$ cat config.mk
export PLATFORM = sky130hd
export DESIGN_NAME = memory_access_controller_flat
export DESIGN_NICKNAME = d
export VERILOG_FILES = /design/src/rtl/memory_access_controller_if.sv /design/src/rtl/memory_access_controller.sv /design/src/flat_wrapper.sv
export SDC_FILE = /design/constraint.sdc
export NUM_CORES = 1
export LEC_CHECK = 0
export BUFFER_PORTS_ARGS = -buffer_cell sky130_fd_sc_hd__buf_2
export CAP_MARGIN = 20
export CORE_UTILIZATION = 35
export CTS_CLUSTER_SIZE = 24
export DETAILED_ROUTE_END_ITERATION = 10
export PLACE_DENSITY = 0.62
export SYNTH_ARGS = -nofsm -noshare
export SYNTH_HDL_FRONTEND = slang
export SYNTH_SLANG_ARGS = --single-unit
$ cat constraint.sdc
create_clock -name clk -period 3.95 [get_ports clk]
set_input_delay 0 -clock clk [delete_from_list [all_inputs] [get_ports clk]]
set_output_delay 0 -clock clk [all_outputs]
set_load 0.1 [all_outputs]
$ cat src/rtl/memory_access_controller_if.sv
// memory_access_controller_if
//   Bundles the MEM-stage request/response signals and the data-memory
//   side signals of memory_access_controller.
//   master : pipeline / environment side (drives requests and dm_readdata)
//   slave  : the controller (drives response and data-memory control)
interface memory_access_controller_if;
    logic        memRead;
    logic        memWrite;
    logic [1:0]  memSize;
    logic        loadUnsigned;
    logic [31:0] address;
    logic [31:0] writedata;
    logic [31:0] readdata;
    logic        stall;
    logic        done;
    logic        addrError;
    logic        dm_memRead;
    logic        dm_memWrite;
    logic [31:0] dm_address;
    logic [31:0] dm_writedata;
    logic [31:0] dm_readdata;

    modport master (
        output memRead, memWrite, memSize, loadUnsigned, address, writedata, dm_readdata,
        input  readdata, stall, done, addrError, dm_memRead, dm_memWrite, dm_address, dm_writedata
    );

    modport slave (
        input  memRead, memWrite, memSize, loadUnsigned, address, writedata, dm_readdata,
        output readdata, stall, done, addrError, dm_memRead, dm_memWrite, dm_address, dm_writedata
    );
endinterface

$ cat src/rtl/memory_access_controller.sv
// memory_access_controller
//   MEM-stage sequencer: turns byte/half/word loads and stores into
//   word-aligned data-memory accesses. Sub-word stores are done as
//   read-modify-write. Each data-memory phase is held WAIT_CYCLES extra
//   cycles; the pipeline is stalled until done pulses.
// Ports
//   clk    : rising-edge clock
//   reset  : synchronous, active-high; abandons any access in flight
//   bus    : slave modport of memory_access_controller_if (request,
//            response and data-memory signals)
module memory_access_controller #(
    parameter int unsigned WAIT_CYCLES = 1
) (
    input logic                          clk,
    input logic                          reset,
    memory_access_controller_if.slave    bus
);
    typedef enum logic [2:0] {
        IDLE  = 3'd0,
        READ  = 3'd1,
        WRITE = 3'd2,
        DONE  = 3'd3,
        ERR   = 3'd4
    } state_t;

    localparam logic [3:0] WAIT_C = 4'(WAIT_CYCLES);

    // Big-endian lane extraction with sign/zero extension; word passes through.
    function automatic logic [31:0] load_extract(input logic [31:0] word, input logic [1:0] size,
                                                 input logic [1:0] off, input logic uns);
        logic [7:0]  b;
        logic [15:0] h;
        logic [31:0] r;
        case (off)
            2'd0:    b = word[31:24];
            2'd1:    b = word[23:16];
            2'd2:    b = word[15:8];
            default: b = word[7:0];
        endcase
        h = off[1] ? word[15:0] : word[31:16];
        case (size)
            2'b00:   r = uns ? {24'd0, b} : {{24{b[7]}}, b};
            2'b01:   r = uns ? {16'd0, h} : {{16{h[15]}}, h};
            default: r = word;
        endcase
        return r;
    endfunction

    // Replace the addressed big-endian lane of word with the right-justified store data.
    function automatic logic [31:0] store_merge(input logic [31:0] word, input logic [31:0] data,
                                                input logic [1:0] size, input logic [1:0] off);
        logic [31:0] r;
        r = word;
        case (size)
            2'b00: begin
                case (off)
                    2'd0:    r[31:24] = data[7:0];
                    2'd1:    r[23:16] = data[7:0];
                    2'd2:    r[15:8]  = data[7:0];
                    default: r[7:0]   = data[7:0];
                endcase
            end
            2'b01: begin
                if (off[1]) r[15:0]  = data[15:0];
                else        r[31:16] = data[15:0];
            end
            default: r = data;
        endcase
        return r;
    endfunction

    state_t      state_r;
    state_t      state_next_s;
    logic [3:0]  cnt_r;
    logic [31:0] readdata_r;
    logic [31:0] wdata_r;
    logic        last_s;
    logic        req_s;
    logic        err_s;
    logic [31:0] word_addr_s;

    assign last_s      = (cnt_r == WAIT_C);
    assign req_s       = bus.memRead | bus.memWrite;
    assign word_addr_s = {bus.address[31:2], 2'b00};
    assign err_s       = req_s & ((bus.memRead & bus.memWrite) |
                                  (bus.memSize == 2'b11) |
                                  ((bus.memSize == 2'b01) & bus.address[0]) |
                                  ((bus.memSize == 2'b10) & (bus.address[1:0] != 2'b00)));

    // State register and phase counter; counter restarts on every state change.
    always_ff @(posedge clk) begin
        if (reset) begin
            state_r <= IDLE;
            cnt_r   <= 4'd0;
        end else begin
            state_r <= state_next_s;
            if (state_next_s != state_r)
                cnt_r <= 4'd0;
            else if (((state_r == READ) || (state_r == WRITE)) && !last_s)
                cnt_r <= cnt_r + 4'd1;
            else
                cnt_r <= cnt_r;
        end
    end

    // Next-state logic. In READ, memWrite still high means this is an RMW read.
    always_comb begin
        state_next_s = state_r;
        case (state_r)
            IDLE: begin
                if (err_s)                     state_next_s = ERR;
                else if (bus.memRead)          state_next_s = READ;
                else if (bus.memWrite)         state_next_s = (bus.memSize == 2'b10) ? WRITE : READ;
                else                           state_next_s = IDLE;
            end
            READ: begin
                if (last_s) state_next_s = bus.memWrite ? WRITE : DONE;
                else        state_next_s = READ;
            end
            WRITE: begin
                if (last_s) state_next_s = DONE;
                else        state_next_s = WRITE;
            end
            DONE:    state_next_s = IDLE;
            ERR:     state_next_s = IDLE;
            default: state_next_s = IDLE;
        endcase
    end

    // Data registers: load result, and the word to write (store data or merged RMW word).
    always_ff @(posedge clk) begin
        if (reset) begin
            readdata_r <= 32'd0;
            wdata_r    <= 32'd0;
        end else begin
            if ((state_r == IDLE) && (state_next_s == WRITE))
                wdata_r <= bus.writedata;
            else if ((state_r == READ) && last_s && bus.memWrite)
                wdata_r <= store_merge(bus.dm_readdata, bus.writedata, bus.memSize, bus.address[1:0]);
            else
                wdata_r <= wdata_r;
            if ((state_r == READ) && last_s && !bus.memWrite)
                readdata_r <= load_extract(bus.dm_readdata, bus.memSize, bus.address[1:0], bus.loadUnsigned);
            else
                readdata_r <= readdata_r;
        end
    end

    // Output decode from the registered state; stall also covers the request cycle.
    always_comb begin
        bus.stall        = 1'b0;
        bus.done         = 1'b0;
        bus.addrError    = 1'b0;
        bus.dm_memRead   = 1'b0;
        bus.dm_memWrite  = 1'b0;
        bus.dm_address   = 32'd0;
        bus.dm_writedata = 32'd0;
        case (state_r)
            IDLE: bus.stall = req_s;
            READ: begin
                bus.stall      = 1'b1;
                bus.dm_memRead = 1'b1;
                bus.dm_address = word_addr_s;
            end
            WRITE: begin
                bus.stall        = 1'b1;
                bus.dm_address   = word_addr_s;
                bus.dm_writedata = wdata_r;
                bus.dm_memWrite  = last_s;
            end
            DONE: bus.done = 1'b1;
            ERR: begin
                bus.done      = 1'b1;
                bus.addrError = 1'b1;
            end
            default: bus.stall = 1'b0;
        endcase
    end

    assign bus.readdata = readdata_r;
endmodule

$ cat src/flat_wrapper.sv
// flat-port wrapper written by rule: the top's interface ports become plain ports
module memory_access_controller_flat 
#(
    parameter int unsigned WAIT_CYCLES = 1
)
  (clk, reset, bus_memRead, bus_memWrite, bus_memSize, bus_loadUnsigned, bus_address, bus_writedata, bus_dm_readdata, bus_readdata, bus_stall, bus_done, bus_addrError, bus_dm_memRead, bus_dm_memWrite, bus_dm_address, bus_dm_writedata);
  memory_access_controller_if bus_i ();
  input logic clk;
  input logic reset;
  input wire logic [$bits(bus_i.memRead)-1:0] bus_memRead;
  input wire logic [$bits(bus_i.memWrite)-1:0] bus_memWrite;
  input wire logic [$bits(bus_i.memSize)-1:0] bus_memSize;
  input wire logic [$bits(bus_i.loadUnsigned)-1:0] bus_loadUnsigned;
  input wire logic [$bits(bus_i.address)-1:0] bus_address;
  input wire logic [$bits(bus_i.writedata)-1:0] bus_writedata;
  input wire logic [$bits(bus_i.dm_readdata)-1:0] bus_dm_readdata;
  output wire logic [$bits(bus_i.readdata)-1:0] bus_readdata;
  output wire logic [$bits(bus_i.stall)-1:0] bus_stall;
  output wire logic [$bits(bus_i.done)-1:0] bus_done;
  output wire logic [$bits(bus_i.addrError)-1:0] bus_addrError;
  output wire logic [$bits(bus_i.dm_memRead)-1:0] bus_dm_memRead;
  output wire logic [$bits(bus_i.dm_memWrite)-1:0] bus_dm_memWrite;
  output wire logic [$bits(bus_i.dm_address)-1:0] bus_dm_address;
  output wire logic [$bits(bus_i.dm_writedata)-1:0] bus_dm_writedata;
  assign bus_i.memRead = bus_memRead;
  assign bus_i.memWrite = bus_memWrite;
  assign bus_i.memSize = bus_memSize;
  assign bus_i.loadUnsigned = bus_loadUnsigned;
  assign bus_i.address = bus_address;
  assign bus_i.writedata = bus_writedata;
  assign bus_i.dm_readdata = bus_dm_readdata;
  assign bus_readdata = bus_i.readdata;
  assign bus_stall = bus_i.stall;
  assign bus_done = bus_i.done;
  assign bus_addrError = bus_i.addrError;
  assign bus_dm_memRead = bus_i.dm_memRead;
  assign bus_dm_memWrite = bus_i.dm_memWrite;
  assign bus_dm_address = bus_i.dm_address;
  assign bus_dm_writedata = bus_i.dm_writedata;
  memory_access_controller #(.WAIT_CYCLES(WAIT_CYCLES)) u_core (.clk(clk), .reset(reset), .bus(bus_i));
endmodule
* Word level (Yosys, flattened, before mapping) *
Cells that the tools add are included.

storage, ports and cells
  register bits after elaboration = 71
  word-level logic and storage cells = 71
  output and inout port bits = 101
  bits of input ports = 103

cells by class
  add/subtract/negate cells = 1
  bitwise gates (word level) = 8
  eq/ne operators = 12
  reduce and logical (&&, ||, !) cells = 17
  multiplexer cells = 29

operator list
  kind                                                 number
  2-to-1 mux 32 bit                                    6
  one-hot mux 32 bit (2 select lines)                  2
  2-to-1 mux 16 bit                                    3
  2-to-1 mux 8 bit                                     4
  one-hot mux 8 bit (3 select lines)                   1
  2-to-1 mux 3 bit                                     4
  equality test 3 x 2 -> 1 bit, second input constant  3
  one-hot mux 3 bit (3 select lines)                   1
  equality test 2 bit, second input constant           3
  2-to-1 mux 1 bit                                     6
  OR reduction 2 bit                                   3
  logical AND 1 bit                                    5
  adder 4 x 1 -> 4 bit, second input constant          1
  bitwise AND 1 bit                                    4
  equality test 2 x 1 -> 1 bit, second input constant  2
  equality test 4 x 1 -> 1 bit, second input constant  1
  zero test 2 bit                                      2
  bitwise OR 1 bit                                     4
  nonzero test 2 bit                                   2
  equality test 3 x 1 -> 1 bit, second input constant  1
  equality test 3 bit, second input constant           1
  zero test 3 bit                                      1
  != test 3 bit                                        1
  OR reduction 3 bit                                   1
  4 further kinds                                      5

* Longest topological paths before layout *
  depth after elaboration = 10
  depth in mapped cells = 9
  mapped depth without buffers = 7

* Worst setup path after synthesis *
No wires, ideal clock.

  kind = reg2out
  from = register u_core.state_r[2]
  to = output bus_done
  required time = 3.950 ns
  stages on the path, launching flop included = 4
  path buffers = 1
  arrival time = 3.674 ns
  slack = 0.276 ns
  cell sequence = dfxtp_1 buf_2 nor3b_1 nand2b_1

between the ends
  word-level cells in the longest chain between the ends = 3
  elaborated cells between the ends (all ways) = 4

ends and longest elaborated chain
  what                                                                        line                             text
  start, declared                                                             memory_access_controller.sv:72   state_t state_r;
  start signal, assigned                                                      memory_access_controller.sv:96   state_r <= state_next_s;
  equality test 3 x 2 -> 1 bit / equality test 3 bit (equally long branches)  memory_access_controller.sv:158  case (state_r)
  OR reduction 2 bit (no line) (*)                                            --
  2-to-1 mux 1 bit (*)                                                        memory_access_controller.sv:158
  end, declared                                                               flat_wrapper.sv:19               output wire logic [$bits(bus_i.done)-1:0] bus_done;

Mark *: on every way between the ends. The rest lies on a longest branch, timed or not.

* Final worst setup path *
  from = register u_core.cnt_r[0]
  to = register u_core.wdata_r[28]

between the ends
  word-level cells in the longest chain between the ends = 6
  elaborated cells between the ends (all ways) = 10

ends and longest elaborated chain
  what                                                            line                                                              text
  start, declared                                                 memory_access_controller.sv:74                                    logic [3:0] cnt_r;
  start signal, assigned                                          memory_access_controller.sv:100                                   cnt_r <= cnt_r + 4'd1;
  start signal, assigned                                          memory_access_controller.sv:102                                   cnt_r <= cnt_r;
  equality test 4 x 1 -> 1 bit (*)                                memory_access_controller.sv:82                                    assign last_s = (cnt_r == WAIT_C);
  2-to-1 mux 1 bit / 2-to-1 mux 3 bit (equally long branches)     memory_access_controller.sv:121, memory_access_controller.sv:117
  one-hot mux 3 bit (3 select lines)                              memory_access_controller.sv:109                                   case (state_r)
  equality test 3 x 2 -> 1 bit                                    memory_access_controller.sv:136                                   if ((state_r == IDLE) && (state_next_s == WRITE))
  logical AND 1 bit                                               memory_access_controller.sv:136
  2-to-1 mux 32 bit / nonzero test 2 bit (equally long branches)  --
  end signal, assigned                                            memory_access_controller.sv:137                                   wdata_r <= bus.writedata;
  end signal, assigned                                            memory_access_controller.sv:139                                   wdata_r <= store_merge(bus.dm_readdata, bus.writedata, bus.memSize, bus.address[1:0]);
  end signal, assigned                                            memory_access_controller.sv:141                                   wdata_r <= wdata_r;
  end, declared                                                   memory_access_controller.sv:76                                    logic [31:0] wdata_r;

Marks and branches as above.
A chain may end at the register's enable or synchronous reset.

==> impl_metrics.ini <==
[finish]
top_library_cells_by_usage_in_the_layout_fill_and_taps_aside = 201 x buf_2, 72 x o21ai_0, 71 x dfxtp_1, 63 x and2_1, 58 x nand2_1
synthToLayoutAreaGrowth_pct = 35.3
area_of_the_multi_input_gates_sq_um = 3070
finalNetCount = 901
seq_area_sq_um = 1420
post_route_cells_drive_above_1_share_pct = 32.6
final_common_cell = buf_2
number_of_diodes_added_for_antenna_fixing = 0
final_core_utilization_pct = 48.7
fillers = 1332

[power_and_ir_drop]
leakagePower_nw = 2.82
power.density_cell_area_nw_per_um2 = 326
worst_ir_drop_vdd_mv = 0.247
power_mw = 2.10

[global_route]
grt_max_degree = 58
grt_pass1_vias = 5056
global_route_wire_length_before_repair_um = 26900
globalRouteTotalUtil_pct = 24.3
antenna_found_initial = 0
globalRoute.totalOverflow = 0

[clock_tree]
cts.path.max_buffers = 2
htreeDepth = 3
path_clk_slew_ns = 0.06
tritoncts = built
tritoncts.num_buffers = 9
cts.sinks = 71
cts_post_setup_buffers_inserted = 0
cts-root-buf = clkbuf_16
worst_skew_pair.late_latency_ns = 0.34

[sta]
worst_slack_setup_final_ns = 1.26
worst_margin_slew_ns = 1.08
finalSetupViolCount = 0
setup_repair_after_global_routing_missed_its_margin = no
final_hold_viol_count = 0
final.period_utilization_pct = 68.1
slew-limit-headroom_pct = 28.1
fin_hold_ws_ns = 0.0122
fin_setup_tns_ns = 0
drv_slew = 0
period_needed_ns = 2.69
maxClockFrequency_mhz = 372
worst_clock_skew_ns = 0.0104

[synth]
synth-edff-count = 0
yosys_most_used_dff = dfxtp_1
synth_largest_area_cell = dfxtp_1
synth_area_leaders = dfxtp_1 30%, mux2i_1 9.2%, and2_1 8.3%
synth_cells = 596
seq_area_frac_synth_pct = 29.8
post_synth.cell_area_avg_sq_um = 8.00
synth_cell_type_count = 46
synth_largest_type_area_fraction_pct = 29.8
yosys_register_bits = 71
yosysWarningCount = 0
ys_async_sr_fraction_pct = 0
synth_area_sq_um = 4770

[setup_path]
worst_ep_required_time_ns = 4.16
start_kind = flip-flop
crit_fanout = 30
reg2reg_slack_ns = 1.26
cp-end-kind = flip-flop
cp_data_arrival_time_ns = 2.90
criticalPathCategory = reg -> reg
ff2ff_path_depth = 7

[detailed_routing]
route.detailed.vias_per_inst = 5.38
vias = 5252
topRoutingLayerUsed = met4
met1_length_um = 7490
firstDrtPassIters = 5
drt-initial-drc-count = 463
totalWireLength_um = 17300
wl_met2_um = 8070
antenna_violating_nets_post_route = 0
remaining_drc_errors = 0
drt-wirelength-per-cell_um = 17.7
detailroute.wirelength.met3_um = 1120

[job]
max_cap_viol_count = 0

[outcome]
status = finished, final reports clean

[placement]
numPortBuffers = 201
post-dp-hpwl_um = 12400
post-place-ws_ns = 1.13
gp_congestion = 0.871

[die]
die_area_sq_um = 14100
row_count = 42
die_width_um = 119
die-height_um = 119
initial_core_util_pct = 36.0
floorplan_core_area_sq_um = 13200
io_pins = 204

[hold_path]
hold-path-cell-count = 3
min-delay-path-class = in -> reg
## kinds of logic (layout without fill, tap and decap cells)
kind of cell / count (synthesis) / after routing / synth area share [%]
simple gates: 203 / 203 / 21.6
compound gates: 190 / 190 / 27.1
flops: 71 / 71 / 29.8
mux: 65 / 65 / 14.4
buf+inv: 61 / 265 / 5.96
xor+xnor: 3 / 3 / 0.551
fa+ha+maj: 2 / 2 / 0.525
other cells: 1 / 2 / 0.0786
## final timing paths
path	startpoint	endpoint
worst min register to register	u_core.wdata_r[5]$_SDFFE_PP0P_	u_core.wdata_r[5]$_SDFFE_PP0P_
worst max-delay path	u_core.cnt_r[0]$_SDFFE_PP0P_	u_core.wdata_r[28]$_SDFFE_PP0P_
worst max register to register	u_core.cnt_r[0]$_SDFFE_PP0P_	u_core.wdata_r[28]$_SDFFE_PP0P_
worst min-delay path	bus_dm_readdata[16]	u_core.bus.readdata[16]$_SDFFE_PP0P_
## sequential cells by signal, indices dropped and copies added, names as in the netlist
signal and cells:
u_core.wdata_r 32, u_core.cnt_r 4, u_core.state_r 3, u_core.bus.readdata 32
## per-stage QoR
stage,cell area [sq um],instances
after floorplan,4770,597
after global placement,5800,927
after detailed placement,5800,927
after CTS,6450,977
after global routing,6450,977
final,6450,977
## where the power goes
part | total, mW | leakage [nW] | switching, mW | internal, mW
sequential | 0.732 | 0.572 | 0.00881 | 0.724
combinational | 0.533 | 2.10 | 0.376 | 0.157
clock | 0.838 | 0.145 | 0.313 | 0.524
total | 2.10 | 2.82 | 0.698 | 1.40
## cell usage after synthesis, types with 2 or more instances
cell type / count
o221ai_1: 10
buf_2: 20
nor2b_1: 3
ha_1: 2
a22o_1: 12
o21ai_0: 72
and2_1: 63
inv_1: 7
buf_4: 6
nand2b_1: 2
a211oi_1: 10
a21o_1: 2
nor3b_1: 4
o21ai_1: 13
o2111ai_1: 2
nor2_1: 46
mux2i_1: 44
xnor2_1: 3
a21oi_1: 18
a211oi_2: 10
mux2_2: 20
nand2_1: 58
clkbuf_1: 27
nand4_1: 2
a22oi_1: 10
a221oi_1: 25
nor3_1: 14
dfxtp_1: 71
o22ai_1: 3
## critical path: stages, from the launching register on
cell and delay, ns:
dfxtp_1 0.39, ha_1 0.18, nor3b_2 0.44, and3_1 0.68, buf_4 0.38, o21ai_0 0.12, a221oi_1 0.23, o21ai_0 0.14
## per-layer routing
metal | vias to the layer above | GRT usage (%)
met5 | - | 0
met3 | 40 | 5.36
met4 | 0 | 11.9
met1 | 2437 | 31.1
li1 | 2556 | -
met2 | 219 | 38.4
## timing repair
action	in CTS	in global routing
resized for setup	0	0
hold buffers	34	0
hold endpoints to repair	34	0
## layout make-up
| cell class | count | area share [%] |
|---|---|---|
| Clock inverter | 4 | 0.834 |
| Inverter | 7 | 0.407 |
| Sequential cell | 71 | 22.0 |
| Multi-Input combinational cell | 465 | 47.7 |
| Clock buffer | 12 | 3.98 |
| Timing Repair Buffer | 242 | 21.7 |
| Tap cell | 176 | 3.41 |
Power figures use the tool's default switching activity.
